[config.mk]
export PLATFORM = sky130hd
export DESIGN_NAME = otter_dmem_arbiter_flat
export DESIGN_NICKNAME = d
export VERILOG_FILES = /design/src/rtl/otter_dmem_arbiter_if.sv /design/src/rtl/otter_dmem_arbiter.sv /design/src/flat_wrapper.sv
export SDC_FILE = /design/constraint.sdc
export NUM_CORES = 1
export LEC_CHECK = 0
export ABC_AREA = 1
export CORE_AREA = 2 2 171 173
export CTS_BUF_LIST = sky130_fd_sc_hd__clkbuf_8
export DETAILED_ROUTE_END_ITERATION = 6
export DIE_AREA = 0 0 173 175
export GPL_TIMING_DRIVEN = 0
export PLACE_DENSITY = 0.83
export SETUP_SLACK_MARGIN = 0.5
export SLEW_MARGIN = 10
export SYNTH_ARGS = -nofsm -noshare
export SYNTH_HDL_FRONTEND = slang
export SYNTH_SLANG_ARGS = --single-unit
export TNS_END_PERCENT = 5
[constraint.sdc]
create_clock -name CLK -period 2.35 [get_ports CLK]
set_clock_uncertainty 0.1 [all_clocks]
set_input_delay 0.47 -clock CLK [delete_from_list [all_inputs] [get_ports CLK]]
set_output_delay 0.47 -clock CLK [all_outputs]
set_load 0.01 [all_outputs]
[src/rtl/otter_dmem_arbiter_if.sv]
// Bundle of the request, response, memory-port and IO signals around the data-memory arbiter.
// The arbiter uses the slave view; the CPU slots plus memory/IO side use the master view.
interface otter_dmem_arbiter_if;
  logic        REQ_VALID0, REQ_VALID1, REQ_READY;
  logic [31:0] REQ_ADDR0, REQ_ADDR1, REQ_DIN0, REQ_DIN1;
  logic        REQ_WE0, REQ_WE1;
  logic [1:0]  REQ_SIZE0, REQ_SIZE1;
  logic        REQ_SIGN0, REQ_SIGN1;
  logic        RSP_VALID;
  logic [31:0] RSP_DATA0, RSP_DATA1;
  logic        RSP_ERR0, RSP_ERR1;
  logic [31:0] MEM_ADDR2, MEM_ADDR2_2, MEM_DIN2, MEM_DIN2_2;
  logic        MEM_WRITE2, MEM_WRITE2_2, MEM_READ2, MEM_READ2_2;
  logic [1:0]  MEM_SIZE, MEM_SIZE_2;
  logic        MEM_SIGN, MEM_SIGN_2;
  logic [31:0] MEM_DOUT2, MEM_DOUT2_2, IO_IN;

  modport slave (
    input  REQ_VALID0, REQ_VALID1, REQ_ADDR0, REQ_ADDR1, REQ_DIN0, REQ_DIN1,
           REQ_WE0, REQ_WE1, REQ_SIZE0, REQ_SIZE1, REQ_SIGN0, REQ_SIGN1,
           MEM_DOUT2, MEM_DOUT2_2, IO_IN,
    output REQ_READY, RSP_VALID, RSP_DATA0, RSP_DATA1, RSP_ERR0, RSP_ERR1,
           MEM_ADDR2, MEM_ADDR2_2, MEM_DIN2, MEM_DIN2_2, MEM_WRITE2, MEM_WRITE2_2,
           MEM_READ2, MEM_READ2_2, MEM_SIZE, MEM_SIZE_2, MEM_SIGN, MEM_SIGN_2
  );

  modport master (
    output REQ_VALID0, REQ_VALID1, REQ_ADDR0, REQ_ADDR1, REQ_DIN0, REQ_DIN1,
           REQ_WE0, REQ_WE1, REQ_SIZE0, REQ_SIZE1, REQ_SIGN0, REQ_SIGN1,
           MEM_DOUT2, MEM_DOUT2_2, IO_IN,
    input  REQ_READY, RSP_VALID, RSP_DATA0, RSP_DATA1, RSP_ERR0, RSP_ERR1,
           MEM_ADDR2, MEM_ADDR2_2, MEM_DIN2, MEM_DIN2_2, MEM_WRITE2, MEM_WRITE2_2,
           MEM_READ2, MEM_READ2_2, MEM_SIZE, MEM_SIZE_2, MEM_SIGN, MEM_SIGN_2
  );
endinterface

[src/rtl/otter_dmem_arbiter.sv]
// Pairs slot-0/slot-1 load/store requests onto the two OTTER data-memory ports, issuing
// independent pairs together and serializing same-word-with-store or dual-IO pairs.
module otter_dmem_arbiter #(
  parameter int unsigned ACTUAL_WIDTH = 14,
  parameter logic [31:0] IO_BASE      = 32'h11000000
) (
  input logic                  CLK,
  input logic                  RST_N,
  otter_dmem_arbiter_if.slave  bus
);

  localparam logic [32:0] RamBytes = 33'd1 << (ACTUAL_WIDTH + 2);

  typedef enum logic [2:0] {StIdle, StDual, StSplitA, StSplitB, StResp} state_e;

  typedef struct packed {
    logic        valid;
    logic        err;
    logic [31:0] addr;
    logic [31:0] din;
    logic        we;
    logic [1:0]  size;
    logic        sign;
  } slot_t;

  typedef struct packed {
    logic [31:0] addr;
    logic [31:0] din;
    logic        we;
    logic        re;
    logic [1:0]  size;
    logic        sign;
  } port_t;

  function automatic logic f_err(logic [31:0] addr, logic [1:0] size);
    logic mis, oor;
    mis = (size == 2'd3) || (size == 2'd2 && addr[1:0] != 2'd0) ||
          (size == 2'd1 && addr[1:0] == 2'd3);
    oor = ({1'b0, addr} >= RamBytes) && (addr < IO_BASE);
    return mis || oor;
  endfunction

  function automatic port_t f_issue(slot_t s);
    port_t p;
    p = '0;
    if (s.valid && !s.err) begin
      p.addr = s.addr;
      p.din  = s.din;
      p.we   = s.we;
      p.re   = !s.we;
      p.size = s.size;
      p.sign = s.sign;
    end
    return p;
  endfunction

  // Loads only; stores, errored and absent slots report zero.
  function automatic logic [31:0] f_rdata(slot_t s, logic [31:0] dout, logic [31:0] io);
    if (s.valid && !s.err && !s.we) return (s.addr >= IO_BASE) ? io : dout;
    return 32'h0;
  endfunction

  state_e      r_state, w_state_d;
  slot_t       r_slot0, r_slot1, w_slot0_d, w_slot1_d, w_in0, w_in1;
  port_t       r_port0, r_port1, w_port0_d, w_port1_d;
  logic [31:0] r_hold0, w_hold0_d;
  logic        r_ready, w_ready_d;
  logic        r_rsp_valid, w_rsp_valid_d;
  logic [31:0] r_rsp_data0, r_rsp_data1, w_rsp_data0_d, w_rsp_data1_d;
  logic        r_rsp_err0, r_rsp_err1, w_rsp_err0_d, w_rsp_err1_d;
  logic        w_conflict;

  always_comb begin
    w_in0 = '{valid: bus.REQ_VALID0, err: bus.REQ_VALID0 && f_err(bus.REQ_ADDR0, bus.REQ_SIZE0),
              addr: bus.REQ_ADDR0, din: bus.REQ_DIN0, we: bus.REQ_WE0,
              size: bus.REQ_SIZE0, sign: bus.REQ_SIGN0};
    w_in1 = '{valid: bus.REQ_VALID1, err: bus.REQ_VALID1 && f_err(bus.REQ_ADDR1, bus.REQ_SIZE1),
              addr: bus.REQ_ADDR1, din: bus.REQ_DIN1, we: bus.REQ_WE1,
              size: bus.REQ_SIZE1, sign: bus.REQ_SIGN1};
    w_conflict = w_in0.valid && w_in1.valid && !w_in0.err && !w_in1.err &&
                 (((w_in0.addr[ACTUAL_WIDTH+1:2] == w_in1.addr[ACTUAL_WIDTH+1:2]) &&
                   (w_in0.we || w_in1.we)) ||
                  ((w_in0.addr >= IO_BASE) && (w_in1.addr >= IO_BASE)));
  end

  always_comb begin
    w_state_d     = r_state;
    w_slot0_d     = r_slot0;
    w_slot1_d     = r_slot1;
    w_port0_d     = '0;
    w_port1_d     = '0;
    w_hold0_d     = r_hold0;
    w_rsp_valid_d = 1'b0;
    w_rsp_data0_d = r_rsp_data0;
    w_rsp_data1_d = r_rsp_data1;
    w_rsp_err0_d  = r_rsp_err0;
    w_rsp_err1_d  = r_rsp_err1;
    case (r_state)
      StIdle: begin
        if (r_ready && (bus.REQ_VALID0 || bus.REQ_VALID1)) begin
          w_slot0_d = w_in0;
          w_slot1_d = w_in1;
          w_port0_d = f_issue(w_in0);
          if (w_conflict) begin
            w_state_d = StSplitA;
          end else begin
            w_state_d = StDual;
            w_port1_d = f_issue(w_in1);
          end
        end
      end
      StDual: begin
        w_state_d     = StResp;
        w_rsp_valid_d = 1'b1;
        w_rsp_data0_d = f_rdata(r_slot0, bus.MEM_DOUT2, bus.IO_IN);
        w_rsp_data1_d = f_rdata(r_slot1, bus.MEM_DOUT2_2, bus.IO_IN);
        w_rsp_err0_d  = r_slot0.err;
        w_rsp_err1_d  = r_slot1.err;
      end
      StSplitA: begin
        w_state_d = StSplitB;
        w_hold0_d = f_rdata(r_slot0, bus.MEM_DOUT2, bus.IO_IN);
        w_port1_d = f_issue(r_slot1);
      end
      StSplitB: begin
        w_state_d     = StResp;
        w_rsp_valid_d = 1'b1;
        w_rsp_data0_d = r_hold0;
        w_rsp_data1_d = f_rdata(r_slot1, bus.MEM_DOUT2_2, bus.IO_IN);
        w_rsp_err0_d  = r_slot0.err;
        w_rsp_err1_d  = r_slot1.err;
      end
      StResp:  w_state_d = StIdle;
      default: w_state_d = StIdle;
    endcase
    // Registered so READY stays low throughout reset and rises one edge after release.
    w_ready_d = (w_state_d == StIdle);
  end

  always_ff @(posedge CLK or negedge RST_N) begin
    if (!RST_N) begin
      r_state     <= StIdle;
      r_slot0     <= '0;
      r_slot1     <= '0;
      r_port0     <= '0;
      r_port1     <= '0;
      r_hold0     <= '0;
      r_ready     <= 1'b0;
      r_rsp_valid <= 1'b0;
      r_rsp_data0 <= '0;
      r_rsp_data1 <= '0;
      r_rsp_err0  <= 1'b0;
      r_rsp_err1  <= 1'b0;
    end else begin
      r_state     <= w_state_d;
      r_slot0     <= w_slot0_d;
      r_slot1     <= w_slot1_d;
      r_port0     <= w_port0_d;
      r_port1     <= w_port1_d;
      r_hold0     <= w_hold0_d;
      r_ready     <= w_ready_d;
      r_rsp_valid <= w_rsp_valid_d;
      r_rsp_data0 <= w_rsp_data0_d;
      r_rsp_data1 <= w_rsp_data1_d;
      r_rsp_err0  <= w_rsp_err0_d;
      r_rsp_err1  <= w_rsp_err1_d;
    end
  end

  assign bus.REQ_READY    = r_ready;
  assign bus.RSP_VALID    = r_rsp_valid;
  assign bus.RSP_DATA0    = r_rsp_data0;
  assign bus.RSP_DATA1    = r_rsp_data1;
  assign bus.RSP_ERR0     = r_rsp_err0;
  assign bus.RSP_ERR1     = r_rsp_err1;
  assign bus.MEM_ADDR2    = r_port0.addr;
  assign bus.MEM_DIN2     = r_port0.din;
  assign bus.MEM_WRITE2   = r_port0.we;
  assign bus.MEM_READ2    = r_port0.re;
  assign bus.MEM_SIZE     = r_port0.size;
  assign bus.MEM_SIGN     = r_port0.sign;
  assign bus.MEM_ADDR2_2  = r_port1.addr;
  assign bus.MEM_DIN2_2   = r_port1.din;
  assign bus.MEM_WRITE2_2 = r_port1.we;
  assign bus.MEM_READ2_2  = r_port1.re;
  assign bus.MEM_SIZE_2   = r_port1.size;
  assign bus.MEM_SIGN_2   = r_port1.sign;

endmodule

[src/flat_wrapper.sv]
// flat-port wrapper written by rule: the top's interface ports become plain ports
module otter_dmem_arbiter_flat 
#(
  parameter int unsigned ACTUAL_WIDTH = 14,
  parameter logic [31:0] IO_BASE      = 32'h11000000
)
  (CLK, RST_N, bus_REQ_VALID0, bus_REQ_VALID1, bus_REQ_ADDR0, bus_REQ_ADDR1, bus_REQ_DIN0, bus_REQ_DIN1, bus_REQ_WE0, bus_REQ_WE1, bus_REQ_SIZE0, bus_REQ_SIZE1, bus_REQ_SIGN0, bus_REQ_SIGN1, bus_MEM_DOUT2, bus_MEM_DOUT2_2, bus_IO_IN, bus_REQ_READY, bus_RSP_VALID, bus_RSP_DATA0, bus_RSP_DATA1, bus_RSP_ERR0, bus_RSP_ERR1, bus_MEM_ADDR2, bus_MEM_ADDR2_2, bus_MEM_DIN2, bus_MEM_DIN2_2, bus_MEM_WRITE2, bus_MEM_WRITE2_2, bus_MEM_READ2, bus_MEM_READ2_2, bus_MEM_SIZE, bus_MEM_SIZE_2, bus_MEM_SIGN, bus_MEM_SIGN_2);
  otter_dmem_arbiter_if bus_i ();
  input logic CLK;
  input logic RST_N;
  input wire logic [$bits(bus_i.REQ_VALID0)-1:0] bus_REQ_VALID0;
  input wire logic [$bits(bus_i.REQ_VALID1)-1:0] bus_REQ_VALID1;
  input wire logic [$bits(bus_i.REQ_ADDR0)-1:0] bus_REQ_ADDR0;
  input wire logic [$bits(bus_i.REQ_ADDR1)-1:0] bus_REQ_ADDR1;
  input wire logic [$bits(bus_i.REQ_DIN0)-1:0] bus_REQ_DIN0;
  input wire logic [$bits(bus_i.REQ_DIN1)-1:0] bus_REQ_DIN1;
  input wire logic [$bits(bus_i.REQ_WE0)-1:0] bus_REQ_WE0;
  input wire logic [$bits(bus_i.REQ_WE1)-1:0] bus_REQ_WE1;
  input wire logic [$bits(bus_i.REQ_SIZE0)-1:0] bus_REQ_SIZE0;
  input wire logic [$bits(bus_i.REQ_SIZE1)-1:0] bus_REQ_SIZE1;
  input wire logic [$bits(bus_i.REQ_SIGN0)-1:0] bus_REQ_SIGN0;
  input wire logic [$bits(bus_i.REQ_SIGN1)-1:0] bus_REQ_SIGN1;
  input wire logic [$bits(bus_i.MEM_DOUT2)-1:0] bus_MEM_DOUT2;
  input wire logic [$bits(bus_i.MEM_DOUT2_2)-1:0] bus_MEM_DOUT2_2;
  input wire logic [$bits(bus_i.IO_IN)-1:0] bus_IO_IN;
  output wire logic [$bits(bus_i.REQ_READY)-1:0] bus_REQ_READY;
  output wire logic [$bits(bus_i.RSP_VALID)-1:0] bus_RSP_VALID;
  output wire logic [$bits(bus_i.RSP_DATA0)-1:0] bus_RSP_DATA0;
  output wire logic [$bits(bus_i.RSP_DATA1)-1:0] bus_RSP_DATA1;
  output wire logic [$bits(bus_i.RSP_ERR0)-1:0] bus_RSP_ERR0;
  output wire logic [$bits(bus_i.RSP_ERR1)-1:0] bus_RSP_ERR1;
  output wire logic [$bits(bus_i.MEM_ADDR2)-1:0] bus_MEM_ADDR2;
  output wire logic [$bits(bus_i.MEM_ADDR2_2)-1:0] bus_MEM_ADDR2_2;
  output wire logic [$bits(bus_i.MEM_DIN2)-1:0] bus_MEM_DIN2;
  output wire logic [$bits(bus_i.MEM_DIN2_2)-1:0] bus_MEM_DIN2_2;
  output wire logic [$bits(bus_i.MEM_WRITE2)-1:0] bus_MEM_WRITE2;
  output wire logic [$bits(bus_i.MEM_WRITE2_2)-1:0] bus_MEM_WRITE2_2;
  output wire logic [$bits(bus_i.MEM_READ2)-1:0] bus_MEM_READ2;
  output wire logic [$bits(bus_i.MEM_READ2_2)-1:0] bus_MEM_READ2_2;
  output wire logic [$bits(bus_i.MEM_SIZE)-1:0] bus_MEM_SIZE;
  output wire logic [$bits(bus_i.MEM_SIZE_2)-1:0] bus_MEM_SIZE_2;
  output wire logic [$bits(bus_i.MEM_SIGN)-1:0] bus_MEM_SIGN;
  output wire logic [$bits(bus_i.MEM_SIGN_2)-1:0] bus_MEM_SIGN_2;
  assign bus_i.REQ_VALID0 = bus_REQ_VALID0;
  assign bus_i.REQ_VALID1 = bus_REQ_VALID1;
  assign bus_i.REQ_ADDR0 = bus_REQ_ADDR0;
  assign bus_i.REQ_ADDR1 = bus_REQ_ADDR1;
  assign bus_i.REQ_DIN0 = bus_REQ_DIN0;
  assign bus_i.REQ_DIN1 = bus_REQ_DIN1;
  assign bus_i.REQ_WE0 = bus_REQ_WE0;
  assign bus_i.REQ_WE1 = bus_REQ_WE1;
  assign bus_i.REQ_SIZE0 = bus_REQ_SIZE0;
  assign bus_i.REQ_SIZE1 = bus_REQ_SIZE1;
  assign bus_i.REQ_SIGN0 = bus_REQ_SIGN0;
  assign bus_i.REQ_SIGN1 = bus_REQ_SIGN1;
  assign bus_i.MEM_DOUT2 = bus_MEM_DOUT2;
  assign bus_i.MEM_DOUT2_2 = bus_MEM_DOUT2_2;
  assign bus_i.IO_IN = bus_IO_IN;
  assign bus_REQ_READY = bus_i.REQ_READY;
  assign bus_RSP_VALID = bus_i.RSP_VALID;
  assign bus_RSP_DATA0 = bus_i.RSP_DATA0;
  assign bus_RSP_DATA1 = bus_i.RSP_DATA1;
  assign bus_RSP_ERR0 = bus_i.RSP_ERR0;
  assign bus_RSP_ERR1 = bus_i.RSP_ERR1;
  assign bus_MEM_ADDR2 = bus_i.MEM_ADDR2;
  assign bus_MEM_ADDR2_2 = bus_i.MEM_ADDR2_2;
  assign bus_MEM_DIN2 = bus_i.MEM_DIN2;
  assign bus_MEM_DIN2_2 = bus_i.MEM_DIN2_2;
  assign bus_MEM_WRITE2 = bus_i.MEM_WRITE2;
  assign bus_MEM_WRITE2_2 = bus_i.MEM_WRITE2_2;
  assign bus_MEM_READ2 = bus_i.MEM_READ2;
  assign bus_MEM_READ2_2 = bus_i.MEM_READ2_2;
  assign bus_MEM_SIZE = bus_i.MEM_SIZE;
  assign bus_MEM_SIZE_2 = bus_i.MEM_SIZE_2;
  assign bus_MEM_SIGN = bus_i.MEM_SIGN;
  assign bus_MEM_SIGN_2 = bus_i.MEM_SIGN_2;
  otter_dmem_arbiter #(.ACTUAL_WIDTH(ACTUAL_WIDTH), .IO_BASE(IO_BASE)) u_core (.CLK(CLK), .RST_N(RST_N), .bus(bus_i));
endmodule
== Word level (Yosys, flattened, before mapping) ==
Cells that the tools add are included.
Widths: inputs -> output; s select.

* Register bits: 346
* Output and inout port bits: 206

* Order comparisons: 8
* Equal/unequal tests: 12
* Multiplexer cells: 28
* Reductions and logical operators: 45

{| class="wikitable"
|+ Operator list
! kind !! count
|-
| $mux 69 || 7
|-
| $mux 32 || 8
|-
| $pmux 69 s2 || 1
|-
| $ge 32x29->1 const B || 4
|-
| $pmux 32 s2 || 2
|-
| $ge 32x17->1 const B || 2
|-
| $lt 32x29->1 const B || 2
|-
| $logic_and 1x1->1 || 21
|-
| $eq 14x14->1 || 1
|-
| $eq 2x2->1 const B || 6
|-
| $logic_or 1x1->1 || 9
|-
| $pmux 3 s3 || 1
|-
| $logic_not 1->1 || 8
|-
| $mux 1 || 7
|-
| $eq 3x2->1 const B || 2
|-
| $logic_not 3->1 || 2
|-
| $reduce_bool 2->1 || 3
|-
| $eq 2x1->1 const B || 2
|-
| $eq 3x1->1 const B || 1
|-
| $mux 3 || 1
|-
| $mux 2 || 1
|-
| $reduce_and 2->1 || 1
|-
| $reduce_or 2->1 || 1
|}

== Depth between registers and ports, before layout ==
* Depth after elaboration: 14
* Depth in mapped cells: 12
* Gate-level depth less buffers: 11

== Worst setup path before layout ==
OpenSTA, ideal clock, no wires.

* Kind: input port to flip-flop
* Start point: in bus_REQ_ADDR1[31]
* End point: reg u_core.r_port1, in the netlist u_core.bus.MEM_ADDR2_2[10]
* Library setup time: 0.117 ns
* Arrival time: 1.490 ns
* Data required time: 2.133 ns
* Path slack: 0.643 ns
* Stages: 11
* Path buffers: 1
* Cells stage by stage: nor2_1 > nand2_1 > nor2_1 > nand2_1 > nand2_1 > nand2_2 > nor2_4 > nand3_2 > buf_2 > nand3_1 > nand2_1

{| class="wikitable"
|+ RTL lines
! what !! RTL line !! source
|-
| from (decl) || flat_wrapper.sv:14 || <nowiki>input wire logic [$bits(bus_i.REQ_ADDR1)-1:0] bus_REQ_ADDR1;</nowiki>
|-
| to (signal assigned) || otter_dmem_arbiter.sv:159 || <nowiki>r_port1 <= w_port1_d;</nowiki>
|-
| to (decl) || otter_dmem_arbiter.sv:65 || <nowiki>port_t r_port0, r_port1, w_port0_d, w_port1_d;</nowiki>
|}

== Worst setup path after layout ==
* Start point: reg u_core.r_port1, in the netlist u_core.bus.MEM_ADDR2_2[24]
* End point: out bus_MEM_ADDR2_2[24]

{| class="wikitable"
|+ RTL lines
! what !! RTL line !! source
|-
| to (decl) || flat_wrapper.sv:33 || <nowiki>output wire logic [$bits(bus_i.MEM_ADDR2_2)-1:0] bus_MEM_ADDR2_2;</nowiki>
|}

No word-level cell between the ends.

==> results.json <==
{
  "grt_pass1_vias": 13700,
  "core-area_um2": 28400,
  "die_area_um2": 30300,
  "syn_inst": 1690,
  "drt-total-wl_um": 49500,
  "clk_pin_slew_ns": 0.07,
  "finalCritPeriodShare": 0.909,
  "hold_viol_final": 0,
  "crit_path_cell_trace": "clkdlybuf4s50_1",
  "worstPathMaxFanout": 1,
  "cts.htree.levels": 2,
  "dp.cells": 2518,
  "synth_compound_area_frac": 0.0781,
  "crit_cells": 1,
  "vdd_drop_max_v": 0.000675,
  "die_h_um": 175,
  "antenna_found_initial": 4,
  "vias": 13900,
  "crit_arrival_ns": 1.57,
  "grt_overflow": 0,
  "synth_top_family_by_area": "simple AND/OR/NAND/NOR gates",
  "tritoncts": "built",
  "clockBufferDepth": 3,
  "clk_latency_ns": 0.60,
  "worst-path-buf-inv": 1,
  "start_kind": "register",
  "cts_buffers": 53,
  "nets": 2453,
  "utilization": 0.726,
  "slew_headroom": 0.547,
  "post_route_cells_drive_above_1_share": 0.105,
  "ys_seq_area_frac": 0.583,
  "syn-cell-area_um2": 13800,
  "worst_slew_pin_slew_ns": 0.680,
  "p_leak_nw": 10.8,
  "synth-xor-area-share": 0.000636,
  "root_buffer": "clkbuf_8",
  "syn_to_final_growth_pct": 49.7,
  "avgSynthCellArea_um2": 8.15,
  "r2r-end": "u_core.bus.RSP_DATA1[1]",
  "cp_slowest_cell": "clkdlybuf4s50_1",
  "muxShareOfSynthArea": 0,
  "grt_max_degree": 98,
  "reg2reg_slack_ns": 0.37,
  "grt_first_pass_wirelength_um": 73400,
  "port_buffers": 441,
  "grt_setup_unrepaired": "true",
  "worstSetupEndpointType": "output port",
  "hold_depth": 3,
  "hold_path.startpoint": "bus_REQ_ADDR0[18]",
  "drtPass1Iterations": 5,
  "io_pins": 442,
  "hold_path.class": "input port to register",
  "dp_hpwl_um": 35200,
  "rr_worst_depth": 6,
  "syn-num-nets": 1926,
  "maxSlewViolCount": 0,
  "place.gp.congestion": 0.903,
  "power.density_nw_per_um2": 1030,
  "grt_util_all_layers": 0.308,
  "floorplan.initialDensity": 0.485,
  "ys_types": 26,
  "reg2reg_from": "u_core.r_slot1[61]",
  "synthSimpleGateAreaFrac": 0.280,
  "ys_warn_count": 0,
  "num_rows": 62,
  "startpoint": "u_core.bus.MEM_ADDR2_2[24]",
  "synth_fa_ha_area_frac": 0,
  "ant_nets": 0,
  "maxCapViolations": 0,
  "cp_top_family": "buffers and inverters",
  "ys_ff_latch": 321,
  "min_to": "u_core.bus.MEM_ADDR2[18]",
  "outcome": "complete, no violations",
  "critPathMaxStageDelay_ns": 0.56,
  "period_minus_slack_ns": 2.14,
  "drc": 0,
  "chipWidth_um": 173,
  "setup_viol": 0,
  "max_freq_mhz": 468,
  "path_class": "register to output port",
  "drt_iter0_drc": 1190,
  "cts_num_sinks": 321,
  "cp.required_ns": 1.78,
  "post_drt_wl_per_cell_um": 18.7,
  "stdcell_count": 2643,
  "vias_per_cell": 5.28
}
## cell families after synthesis
kind of cell | Yosys count
AO/OA/AOI/OAI | 199
AND/OR/NAND/NOR | 983
flip-flops | 321
buffers and inverters | 186
XOR/XNOR | 1
## state kept, by name, indices dropped and copies added (netlist names)
register,flops
u_core.bus.RSP_DATA1,32
u_core.bus.RSP_DATA0,32
u_core.bus.MEM_SIGN_2,1
u_core.bus.MEM_ADDR2,32
u_core.r_hold0,32
u_core.r_slot1,70
u_core.bus.MEM_SIZE,2
u_core.bus.MEM_SIZE_2,2
u_core.bus.RSP_VALID,1
u_core.bus.MEM_SIGN,1
u_core.bus.RSP_ERR0,1
u_core.r_state,2
u_core.bus.MEM_DIN2,32
u_core.bus.MEM_DIN2_2,32
u_core.bus.MEM_READ2,1
u_core.bus.MEM_WRITE2,1
u_core.bus.MEM_READ2_2,1
u_core.bus.MEM_WRITE2_2,1
u_core.bus.MEM_ADDR2_2,32
u_core.bus.RSP_ERR1,1
u_core.r_slot0,11
u_core.bus.REQ_READY,1
## synthesized netlist by cell type
master    count  area share
a21oi_1      36       0.013
nor2_2        2     0.00091
buf_4         1     0.00055
dfrtp_1     321        0.58
o211ai_1     32       0.017
nor3_1       44       0.016
clkbuf_1     53       0.014
buf_1        12      0.0033
nand2_1     715        0.19
nor3_2        2      0.0015
buf_2        26      0.0094
nand3_1      31       0.011
nand2_2       2     0.00091
nor2_1      178       0.048
nand2_4       1     0.00082
xnor2_1       1     0.00064
nand3_2       1     0.00073
nor4_2        1     0.00091
o21ai_0     110       0.040
inv_2         4      0.0011
or2_2         1     0.00045
inv_1        81       0.022
nor2_4        3      0.0025
buf_6         9      0.0074
o21ai_1      21      0.0076
nand4_1       2     0.00091
## placed cells by master (no fill, tap or decap), drive strengths merged
master	netlist	final
dlygate4sd2	0	23
o211ai	32	32
or2	1	1
dfrtp	321	321
diode	0	5
buf	48	72
clkdlybuf4s50	0	367
inv	85	100
nand2	718	718
clkinv	0	6
nor3	46	46
nand3	32	32
dlymetal6s2s	0	50
dlygate4sd3	0	1
o21ai	131	131
nand4	2	2
xnor2	1	1
nor4	1	1
a21oi	36	36
clkbuf	53	131
nor2	183	183
## routing by layer
metal  up-vias  part of all wire  global-route usage
li1       6338                 -                   -
met1      6653              0.37               0.374
met2       803              0.49               0.518
met3       152             0.094              0.0825
met4         0             0.043               0.134
met5         -                 0                   0
## power by group
| part | switching [mW] | internal, mW | leakage, nW |
|---|---|---|---|
| sequential | 0.978 | 7.23 | 4.22 |
| combinational | 4.83 | 3.31 | 5.93 |
| clock | 2.28 | 2.68 | 0.615 |
| total | 8.09 | 13.2 | 10.8 |
## worst max-delay path by stage
stage | end | slack [ns]
after floorplan | u_core.bus.MEM_ADDR2_2[10] | 0.64
after detailed placement | u_core.bus.MEM_DIN2_2[29] | -0.40
final | bus_MEM_ADDR2_2[24] | 0.21
after global placement | u_core.bus.RSP_DATA1[11] | -13.03
after global routing | bus_MEM_ADDR2_2[24] | 0.18
after CTS | u_core.bus.MEM_DIN2_2[24] | 0.25
## cell type report
cell class / instances / area [um2]
clock inverters: 21 / 97.6
flip-flops and latches: 321 / 8030
plain buffers: 101 / 576
diodes: 5 / 12.5
inverters: 85 / 320
fillers: 2132 / 7770
repair buffers: 472 / 4930
clock buffers: 71 / 977
multi-input cells: 1183 / 5200
well taps: 384 / 480
## stage by stage
step                      TNS (ns)  setup WS (ns)  hold WS, ns  instance area [um2]  power, mW
final                            0          0.215       0.0538                20600       21.3
after global routing             0          0.180       0.0646                20600       22.5
after CTS                        0          0.255        0.295                19900       20.7
after detailed placement    -37.57         -0.396        0.359                18800       15.8
after global placement    -4202.67         -13.03        0.353                18700       15.5
after floorplan                  0          0.643       0.0744                13800       12.0
## worst reg2reg max path, delay by kind of cell (launching register included)
family | cells | cell delay [ns]
flip-flops | 1 | 0.38
AND/OR/NAND/NOR | 2 | 0.40
buffers and inverters | 2 | 0.55
AO/OA/AOI/OAI | 2 | 0.44
## timing repair
item | 4_1_cts | 5_1_grt
hold buffers | 1 | 0
setup endpoints to repair | 446 | 560
gates cloned | 0 | 5
resized for setup | 38 | 170
pin swaps | 2 | 53
hold endpoints to repair | 70 | 0
setup buffers | 3 | 19
No activity file was read; power rests on OpenSTA's default activity.
